--- config.mk ---
export PLATFORM = sky130hd
export DESIGN_NAME = matrix_window_ctrl
export DESIGN_NICKNAME = d
export VERILOG_FILES = /design/src/rtl/matrix_window_ctrl.sv
export SDC_FILE = /design/constraint.sdc
export NUM_CORES = 1
export LEC_CHECK = 0
export ABC_AREA = 0
export CORE_MARGIN = 10
export CORE_UTILIZATION = 52
export DETAILED_ROUTE_END_ITERATION = 10
export PLACE_DENSITY = 0.79
export SETUP_SLACK_MARGIN = 0.4
export SLEW_MARGIN = 5
export SYNTH_ARGS = -nofsm -noshare
export SYNTH_HDL_FRONTEND = slang
export SYNTH_SLANG_ARGS = --single-unit
--- constraint.sdc ---
create_clock -name clk -period 2.2 [get_ports clk]
set_input_delay 0.44 -clock clk [delete_from_list [all_inputs] [get_ports clk]]
set_output_delay 0.44 -clock clk [all_outputs]
set_load 0.02 [all_outputs]
--- src/rtl/matrix_window_ctrl.sv ---
// matrix_window_ctrl: frame/line sequencer for a 3x3 window generator over a three-line buffer bank
// Ports:
//    clk, rst_n                  pixel clock, asynchronous active-low reset
//    per_frame_vsync/href        camera frame-valid / pixel-valid inputs
//    lb_wr_en/sel, lb_addr       line buffer write enable, buffer select (0..2), shared address
//    lb_rd_en                    read the two non-written buffers at lb_addr
//    col_cnt, row_cnt            column of the current pixel, completed line count
//    win_valid, win_x, win_y     full window available and its centre coordinate
//    win_left/right/top/bottom   centre on the first/last valid centre column/row
//    frame_start, frame_done     one-cycle frame pulses
//    err_hlen, err_vlen          sticky line-length / line-count errors
module matrix_window_ctrl #(
   parameter int IMG_HDISP = 640,
   parameter int IMG_VDISP = 480,
   parameter logic CMOS_VSYNC_VALID = 1'b1,
   localparam int AW = $clog2(IMG_HDISP),
   localparam int VW = $clog2(IMG_VDISP)
) (
   input  logic          clk,
   input  logic          rst_n,
   input  logic          per_frame_vsync,
   input  logic          per_frame_href,
   output logic          lb_wr_en,
   output logic [1:0]    lb_wr_sel,
   output logic [AW-1:0] lb_addr,
   output logic          lb_rd_en,
   output logic [AW-1:0] col_cnt,
   output logic [VW-1:0] row_cnt,
   output logic          win_valid,
   output logic [AW-1:0] win_x,
   output logic [VW-1:0] win_y,
   output logic          win_left,
   output logic          win_right,
   output logic          win_top,
   output logic          win_bottom,
   output logic          frame_start,
   output logic          frame_done,
   output logic          err_hlen,
   output logic          err_vlen
);
   typedef enum logic {IDLE, ACTIVE} state_t;
   // counters carry one extra bit so they can saturate at IMG_HDISP / IMG_VDISP
   localparam logic [AW:0] HL = (AW+1)'(IMG_HDISP);
   localparam logic [AW:0] HR = (AW+1)'(IMG_HDISP - 2);
   localparam logic [AW:0] C1 = (AW+1)'(1);
   localparam logic [AW:0] C2 = (AW+1)'(2);
   localparam logic [VW:0] VL = (VW+1)'(IMG_VDISP);
   localparam logic [VW:0] VB = (VW+1)'(IMG_VDISP - 2);
   localparam logic [VW:0] R1 = (VW+1)'(1);
   localparam logic [VW:0] R2 = (VW+1)'(2);
   state_t state, nstate;
   logic s_vs, p_vs, s_hr, p_hr;
   logic rise, lend, start, done, pix, acc, lend_a, lend_ok, wv, n_eh, n_ev;
   logic [AW:0] cnt, n_cnt, wx;
   logic [VW:0] rcnt, n_rcnt, wy;
   logic [1:0] n_sel;
   logic [AW-1:0] n_col;
   assign rise = s_vs & ~p_vs;
   assign lend = p_hr & ~s_hr;
   assign lb_addr = col_cnt;
   assign row_cnt = rcnt[VW-1:0];
   always_ff @(posedge clk or negedge rst_n)
      if (!rst_n) state <= IDLE;
      else state <= nstate;
   // a line end takes priority over vsync loss so the final line is counted before the frame closes
   always_comb
      nstate = (state == IDLE) ? (rise ? ACTIVE : IDLE) : ((~lend & ~s_vs) ? IDLE : ACTIVE);
   always_comb begin
      start   = (state == IDLE) & rise;
      lend_a  = (state == ACTIVE) & lend;
      lend_ok = lend_a & (rcnt < VL);
      done    = (state == ACTIVE) & ~lend & ~s_vs;
      pix     = (state == ACTIVE) & s_vs & s_hr;
      acc     = pix & (cnt < HL) & (rcnt < VL);
      wv      = acc & (cnt >= C2) & (rcnt >= R2);
      wx      = cnt - C1;
      wy      = rcnt - R1;
      n_cnt   = (start | lend_a) ? '0 : acc ? cnt + C1 : cnt;
      n_col   = (start | lend_a) ? '0 : acc ? cnt[AW-1:0] : col_cnt;
      n_rcnt  = start ? '0 : lend_ok ? rcnt + R1 : rcnt;
      n_sel   = start ? 2'd0 : lend_ok ? ((lb_wr_sel == 2'd2) ? 2'd0 : lb_wr_sel + 2'd1) : lb_wr_sel;
      n_eh    = ~start & (err_hlen | (pix & (rcnt < VL) & (cnt >= HL)) | (lend_ok & (cnt != HL)));
      n_ev    = ~start & (err_vlen | (pix & (rcnt >= VL)) | (done & (rcnt != VL)));
   end
   // vsync history resets to "valid" so a frame already running at reset release never looks like a rising edge
   always_ff @(posedge clk or negedge rst_n)
      if (!rst_n) begin
         s_vs        <= 1'b1;
         p_vs        <= 1'b1;
         s_hr        <= 1'b0;
         p_hr        <= 1'b0;
         cnt         <= '0;
         rcnt        <= '0;
         col_cnt     <= '0;
         lb_wr_sel   <= '0;
         lb_wr_en    <= 1'b0;
         lb_rd_en    <= 1'b0;
         win_valid   <= 1'b0;
         win_x       <= '0;
         win_y       <= '0;
         win_left    <= 1'b0;
         win_right   <= 1'b0;
         win_top     <= 1'b0;
         win_bottom  <= 1'b0;
         frame_start <= 1'b0;
         frame_done  <= 1'b0;
         err_hlen    <= 1'b0;
         err_vlen    <= 1'b0;
      end else begin
         s_vs        <= (per_frame_vsync == CMOS_VSYNC_VALID);
         p_vs        <= s_vs;
         s_hr        <= per_frame_href;
         p_hr        <= s_hr;
         cnt         <= n_cnt;
         rcnt        <= n_rcnt;
         col_cnt     <= n_col;
         lb_wr_sel   <= n_sel;
         lb_wr_en    <= acc;
         lb_rd_en    <= acc & (|rcnt);
         win_valid   <= wv;
         win_x       <= acc ? wx[AW-1:0] : win_x;
         win_y       <= acc ? wy[VW-1:0] : win_y;
         win_left    <= wv & (wx == C1);
         win_right   <= wv & (wx == HR);
         win_top     <= wv & (wy == R1);
         win_bottom  <= wv & (wy == VB);
         frame_start <= start;
         frame_done  <= done;
         err_hlen    <= n_eh;
         err_vlen    <= n_ev;
      end
endmodule

==> results of run 1 <==
## worst max-delay path by stage
stage            start         end  slack (ns)  depth (start not counted)
6_report       rcnt[5]      cnt[4]        0.33                          5
5_1_grt        rcnt[1]  win_bottom        0.27                          7
4_1_cts         cnt[8]      cnt[4]        0.34                          5
3_5_place_dp    cnt[1]   win_right        0.28                          6
3_3_place_gp    cnt[3]    win_left        0.32                          5
2_1_floorplan   cnt[8]    win_x[4]        0.36                          8
## cells in the mapped netlist, types with 2 or more instances
library cell	count
a21oi_1	13
a2bb2oi_1	2
a31oi_1	5
a41oi_1	2
and2_1	3
and3_1	2
and3b_1	2
buf_2	6
buf_4	19
buf_6	2
clkbuf_1	20
dfrtp_1	66
dfstp_2	2
ha_1	9
inv_1	4
nand2_1	62
nand2b_1	3
nand3_1	15
nand4_1	3
nor2_1	32
nor2b_1	2
nor3_1	12
nor3_2	4
nor3b_1	6
nor4_1	3
nor4_2	3
o21ai_0	5
o21ai_1	18
o31ai_1	2
or2_2	2
or3_1	4
or4_1	2
xnor2_1	15
xor2_1	9
## kinds of logic (layout without fill, tap and decap cells)
logic type | Yosys count | after routing | synth area share, %
AO/OA/AOI/OAI | 54 | 54 | 9.41
XOR/XNOR | 24 | 24 | 5.97
adder cells (fa/ha/maj) | 9 | 9 | 3.20
buffers and inverters | 52 | 127 | 8.21
flip-flops | 68 | 68 | 48.4
multiplexers | 1 | 1 | 0.320
AND/OR/NAND/NOR | 168 | 168 | 24.5
## repair_timing
action	CTS	global route
buffers inserted	9	11
pin swaps	5	5
setup endpoints to repair	36	54
hold buffers	0	0
hold endpoints to repair	0	0
resized for setup	31	24
## worst max-delay path, cell delays in order, from the launching register on
cell and delay [ns]:
dfrtp_2 0.45, a41o_1 0.26, a2111o_2 0.44, buf_6 0.18, or3_4 0.33, a21oi_2 0.14
## power by group
part           switching, mW  internal, mW  total [mW]
Clock                  0.460         0.553        1.01
Sequential             0.162          1.49        1.65
Combinational           1.12         0.917        2.04
Total                   1.74          2.96        4.70
## final cells by class
type                    instances  area (sq um)  area share [%]
clock buffers                  12           145            3.12
clock inverters                 4          50.0            1.07
inverters                       5          18.8           0.403
multi-input cells             256          1650            35.4
flip-flops and latches         68          1720            36.8
well taps                      77          96.3            2.07
repair buffers                106           982            21.1
## registers in the layout, summed over array words and instances (netlist names), 2 cells and up
| register | flops |
|---|---|
| col_cnt | 10 |
| lb_wr_sel | 2 |
| rcnt | 10 |
| cnt | 11 |
| win_y | 9 |
| win_x | 10 |
## layer usage
layer  global-route usage, %  vias up  part of all wire (%)
met5                       0        -                     0
met4                    8.57        0                   2.4
met3                    3.58       23                   6.5
met2                    26.2       98                    48
met1                    20.4     1384                    43
li1                        -     1392                     -
## per-stage QoR
step / setup WS (ns) / std cells / instance area (sq um)
floorplan: 0.358 / 376 / 3600
global placement: 0.316 / 492 / 4190
detailed placement: 0.275 / 492 / 4190
CTS: 0.344 / 517 / 4490
global route: 0.265 / 528 / 4660
finish: 0.328 / 528 / 4660
==> flow_metrics.py, run 1 <==
metrics = {
    "status": {
        "status": "finished, final reports clean",
    },
    "floorplanning": {
        "dieArea_sq_um": 10500,
        "rows": 29,
        "io_pins": 65,
        "chipHeight_um": 102,
        "dieWidth_um": 102,
        "start_util_pct": 54.5,
        "core_area_sq_um": 6460,
    },
    "grt": {
        "grt_usage_pct": 16.4,
        "antenna_found_initial": 0,
        "grt_overflow": 0,
        "grt_max_degree": 52,
        "grt_pass1_vias": 2731,
        "grt_pass1_wl_um": 13500,
    },
    "pwr": {
        "power.total_mw": 4.70,
        "power_density_nw_per_um2": 1010,
        "peakVddDrop_mv": 0.468,
        "p_leak_nw": 2.37,
    },
    "yosys": {
        "yosysTopAreaCell": "dfrtp_1",
        "ys_seq_elements": 68,
        "synth_cell_type_count": 51,
        "synthArstFlopShare_pct": 100,
        "synth_area_sq_um": 3520,
        "synth_edf_count": 0,
        "synth_nets": 389,
        "synth_top_area_share_pct": 46.9,
        "synthCells": 376,
        "yosys-top-cells-area": "dfrtp_1, nand2_1, buf_4",
        "ys_seq_area_share_pct": 48.4,
        "ys.flop_type": "dfrtp_1",
        "avgSynthCellArea_sq_um": 9.37,
        "ys_warn_count": 0,
    },
    "worst_setup_path": {
        "ff2ff_path_depth": 5,
        "worstSetupPathType": "flop to flop",
        "path_max_fanout": 8,
        "cp-start-kind": "flop",
        "r2r_end": "cnt[4]",
        "cp_data_arrival_time_ns": 2.15,
        "required_ns": 2.47,
        "critPathCaptureType": "flop",
        "reg2reg_slack_ns": 0.33,
        "timing.rr.start": "rcnt[5]",
    },
    "cells_and_area": {
        "layout_common_cells": "nand2_1, dfrtp_1, buf_4",
        "final_common_cell": "nand2_1",
        "nNetsFinal": 459,
        "fin_util_pct": 72.1,
        "area_growth_syn_to_layout_pct": 32.2,
        "drive_gt1_share_pct": 22.6,
        "fillerInstances": 459,
        "diodes": 0,
    },
    "timing": {
        "relSlewSlack_pct": 64.1,
        "drv_slew": 0,
        "fin_crit_sh_pct": 85.1,
        "min_period_ns": 1.87,
        "fmax_ghz": 0.534,
        "skew_ns": 0.00936,
        "hold_ws_ns": 0.0158,
        "tns_ns": 0,
        "worst_pin_slew_ns": 0.537,
        "hold_viol": 0,
        "setup_viol": 0,
        "grt_setup_unrepaired": "yes",
    },
    "routing": {
        "wirelength_um": 9040,
        "avgViaCountPerCell": 5.49,
        "ant_nets": 0,
        "drc": 0,
        "wire_per_inst_um": 17.1,
        "dr_total_vias": 2897,
        "first_pass_iters": 4,
        "drt_iter0_markers": 194,
    },
    "clocking": {
        "cts_sinks": 68,
        "cts_buffers": 9,
        "clk_pin_slew_ns": 0.07,
        "ctsHtreeMaxLevel": 3,
        "clockBufferDepth": 2,
        "root_buffer": "clkbuf_8",
        "insertion_delay_ns": 0.35,
        "cts_tree": "yes",
    },
    "run": {
        "drv_cap": 0,
    },
    "min_path": {
        "hold_path_class": "primary input to async pin",
    },
    "placement": {
        "io_buffers": 64,
        "place_hpwl_um": 6110,
        "routabilityCongestion": 0.902,
    },
}
(Power assumes the default switching activity.)
==> run 2, diff against run 1 <==
CORE_UTILIZATION = 55   (was 52)
DONT_BUFFER_PORTS = 1   (was unset)
GPL_ROUTABILITY_DRIVEN = 1   (was unset)
MAX_ROUTING_LAYER = met4   (was unset)
PLACE_DENSITY = 0.7   (was 0.79)
==> run 2 against run 1 <==
  * The flow now finishes with violations (negative hold slack)
  * Routed wire length is 12% lower
  * Register-to-register slack worse by 0.04 ns
  * Via count is 8.8% lower
  * Utilization is 7.4 points lower
  * Worst hold slack worse by 0.23 ns
  * Count of clock-buffer cells in the layout stayed put
  * Sequential power is 18% higher
  * Non-clock buffer count is 71 lower
  * Final area is 13% lower
  * Clock skew is 0.0026 ns lower
  * First-iteration DRC count is 1.5% lower
  * Critical endpoint unchanged
  * Highest routed layer unchanged
==> flow_metrics.py, run 2 (synthesized netlist as in run 1, its figures left out) <==
metrics = {
    "routing": {
        "ant_nets": 0,
        "first_pass_iters": 5,
        "drc": 0,
        "wirelength_um": 7960,
        "avgViaCountPerCell": 5.77,
        "dr_total_vias": 2641,
        "drt_iter0_markers": 191,
        "wire_per_inst_um": 17.4,
    },
    "cells_and_area": {
        "regMostFlops": "cnt",
        "largest_reg_flops": 11,
        "nNetsFinal": 389,
        "area_growth_syn_to_layout_pct": 15.2,
        "layout_common_cells": "dfrtp_1, nand2_1, buf_4",
        "fin_util_pct": 64.7,
        "diodes": 0,
        "multi_input_comb_area_sq_um": 1670,
        "stdcell_area_sq_um": 4060,
        "regArea_sq_um": 1710,
        "drive_gt1_share_pct": 24.1,
        "final_common_cell": "dfrtp_1",
        "fillerInstances": 517,
    },
    "clocking": {
        "ctsHtreeMaxLevel": 3,
        "cts_sinks": 68,
        "clockBufferDepth": 2,
        "cts_buffers": 9,
        "insertion_delay_ns": 0.34,
        "clk_pin_slew_ns": 0.07,
        "root_buffer": "clkbuf_8",
        "cts_tree": "yes",
    },
    "grt": {
        "grt_overflow": 0,
        "grt_usage_pct": 16.6,
        "grt_pass1_vias": 2588,
        "grt_pass1_wl_um": 13100,
        "antenna_found_initial": 0,
        "grt_max_degree": 69,
    },
    "pwr": {
        "p_leak_nw": 1.95,
        "power.total_mw": 4.41,
        "power_density_nw_per_um2": 1090,
        "peakVddDrop_mv": 0.779,
    },
    "timing": {
        "skew_ns": 0.00672,
        "drv_slew": 0,
        "min_period_ns": 1.92,
        "tns_ns": 0,
        "hold_ws_ns": -0.217,
        "fin_crit_sh_pct": 87.1,
        "grt_setup_unrepaired": "yes",
        "relSlewSlack_pct": 61.5,
        "setup_viol": 0,
        "hold_viol": 68,
        "worst_pin_slew_ns": 0.575,
        "fmax_ghz": 0.522,
    },
    "min_path": {
        "hold_path_class": "primary input to async pin",
    },
    "floorplanning": {
        "core_area_sq_um": 6280,
        "rows": 29,
        "dieWidth_um": 100,
        "io_pins": 65,
        "dieArea_sq_um": 10000,
        "start_util_pct": 56.1,
        "chipHeight_um": 100,
    },
    "worst_setup_path": {
        "cp-start-kind": "flop",
        "required_ns": 2.47,
        "cp_data_arrival_time_ns": 2.19,
        "critPathCaptureType": "flop",
        "timing.rr.start": "rcnt[5]",
        "path_max_fanout": 7,
        "worstSetupPathType": "flop to flop",
        "crit_start": "rcnt[5]",
    },
    "placement": {
        "routabilityCongestion": 0.854,
        "io_buffers": 0,
        "place_area_sq_um": 3570,
        "place_hpwl_um": 5500,
    },
    "status": {
        "violations": "negative hold slack",
        "status": "finished with violations",
    },
    "run": {
        "drv_cap": 0,
    },
}
## run 2: changes by cell type in the layout (fill, tap and decap cells not counted), sizes merged
cell | previous run | this run
dlygate4sd2 | 14 | 0
clkdlybuf4s50 | 36 | 0
clkinv | 1 | 2
clkinvlp | 2 | 0
bufinv | 1 | 3
dlymetal6s2s | 13 | 0
buf | 43 | 35
## run 2: final timing paths
kind / end / slack [ns] / depth (start not counted)
min: win_y[5] / -0.22 / 0
max: cnt[4] / 0.28 / 5
max in group asynchronous: s_vs / 2.22 / 0
min in group clk: s_vs / 0.09 / 0
max reg2reg: cnt[4] / 0.28 / 5
min reg2reg: p_vs / 0.40 / 0
## run 2: through the flow
step           std cells  setup slack (ns)
5_1_grt              458             0.207
6_report             458             0.283
2_1_floorplan        376             0.358
3_3_place_gp         432             0.105
3_5_place_dp         432             0.136
4_1_cts              453             0.288
## run 2: worst max-delay path: stages, from the launching register on
cell      delay, ns
dfrtp_1        0.41
a41o_1         0.27
a2111o_2       0.52
buf_8          0.19
or3_1          0.32
a21oi_2        0.12
## run 2: final cells by class
cell class	instances	share of cell area (%)
clock buffer	12	3.82
clock inverter	4	2.34
inverter	5	0.771
multi-input combinational	256	41.1
sequential	68	42.0
tap	77	2.37
timing repair buffer	35	7.37
timing repair inverter	1	0.216
## run 2: metal layers
layer | up-vias | global-route usage, % | share of wire, %
met2 | 74 | 23.4 | 46
met1 | 1301 | 20.9 | 44
met5 | - | - | 0
met4 | 0 | 6.52 | 1.6
met3 | 11 | 6.52 | 8.3
li1 | 1255 | - | -
## run 2: power by group
| part | internal, mW | switching (mW) | total (mW) |
|---|---|---|---|
| sequential | 1.49 | 0.462 | 1.95 |
| combinational | 0.509 | 0.676 | 1.19 |
| clock | 0.814 | 0.466 | 1.28 |
| total | 2.81 | 1.60 | 4.41 |
## run 2: what timing repair did
| action | in CTS | in global routing |
|---|---|---|
| gates cloned | 0 | 1 |
| gates resized for setup | 10 | 25 |
| endpoints found under the setup margin | 27 | 53 |
| pin swaps | 4 | 10 |
| hold endpoints to repair | 68 | 68 |
| setup buffers | 5 | 4 |
==> run 3, diff against run 2 <==
CTS_CLUSTER_DIAMETER = 150   (was unset)
==> results of run 3 <==
No change in the layout: final DEF, timing and power equal those of run 2.
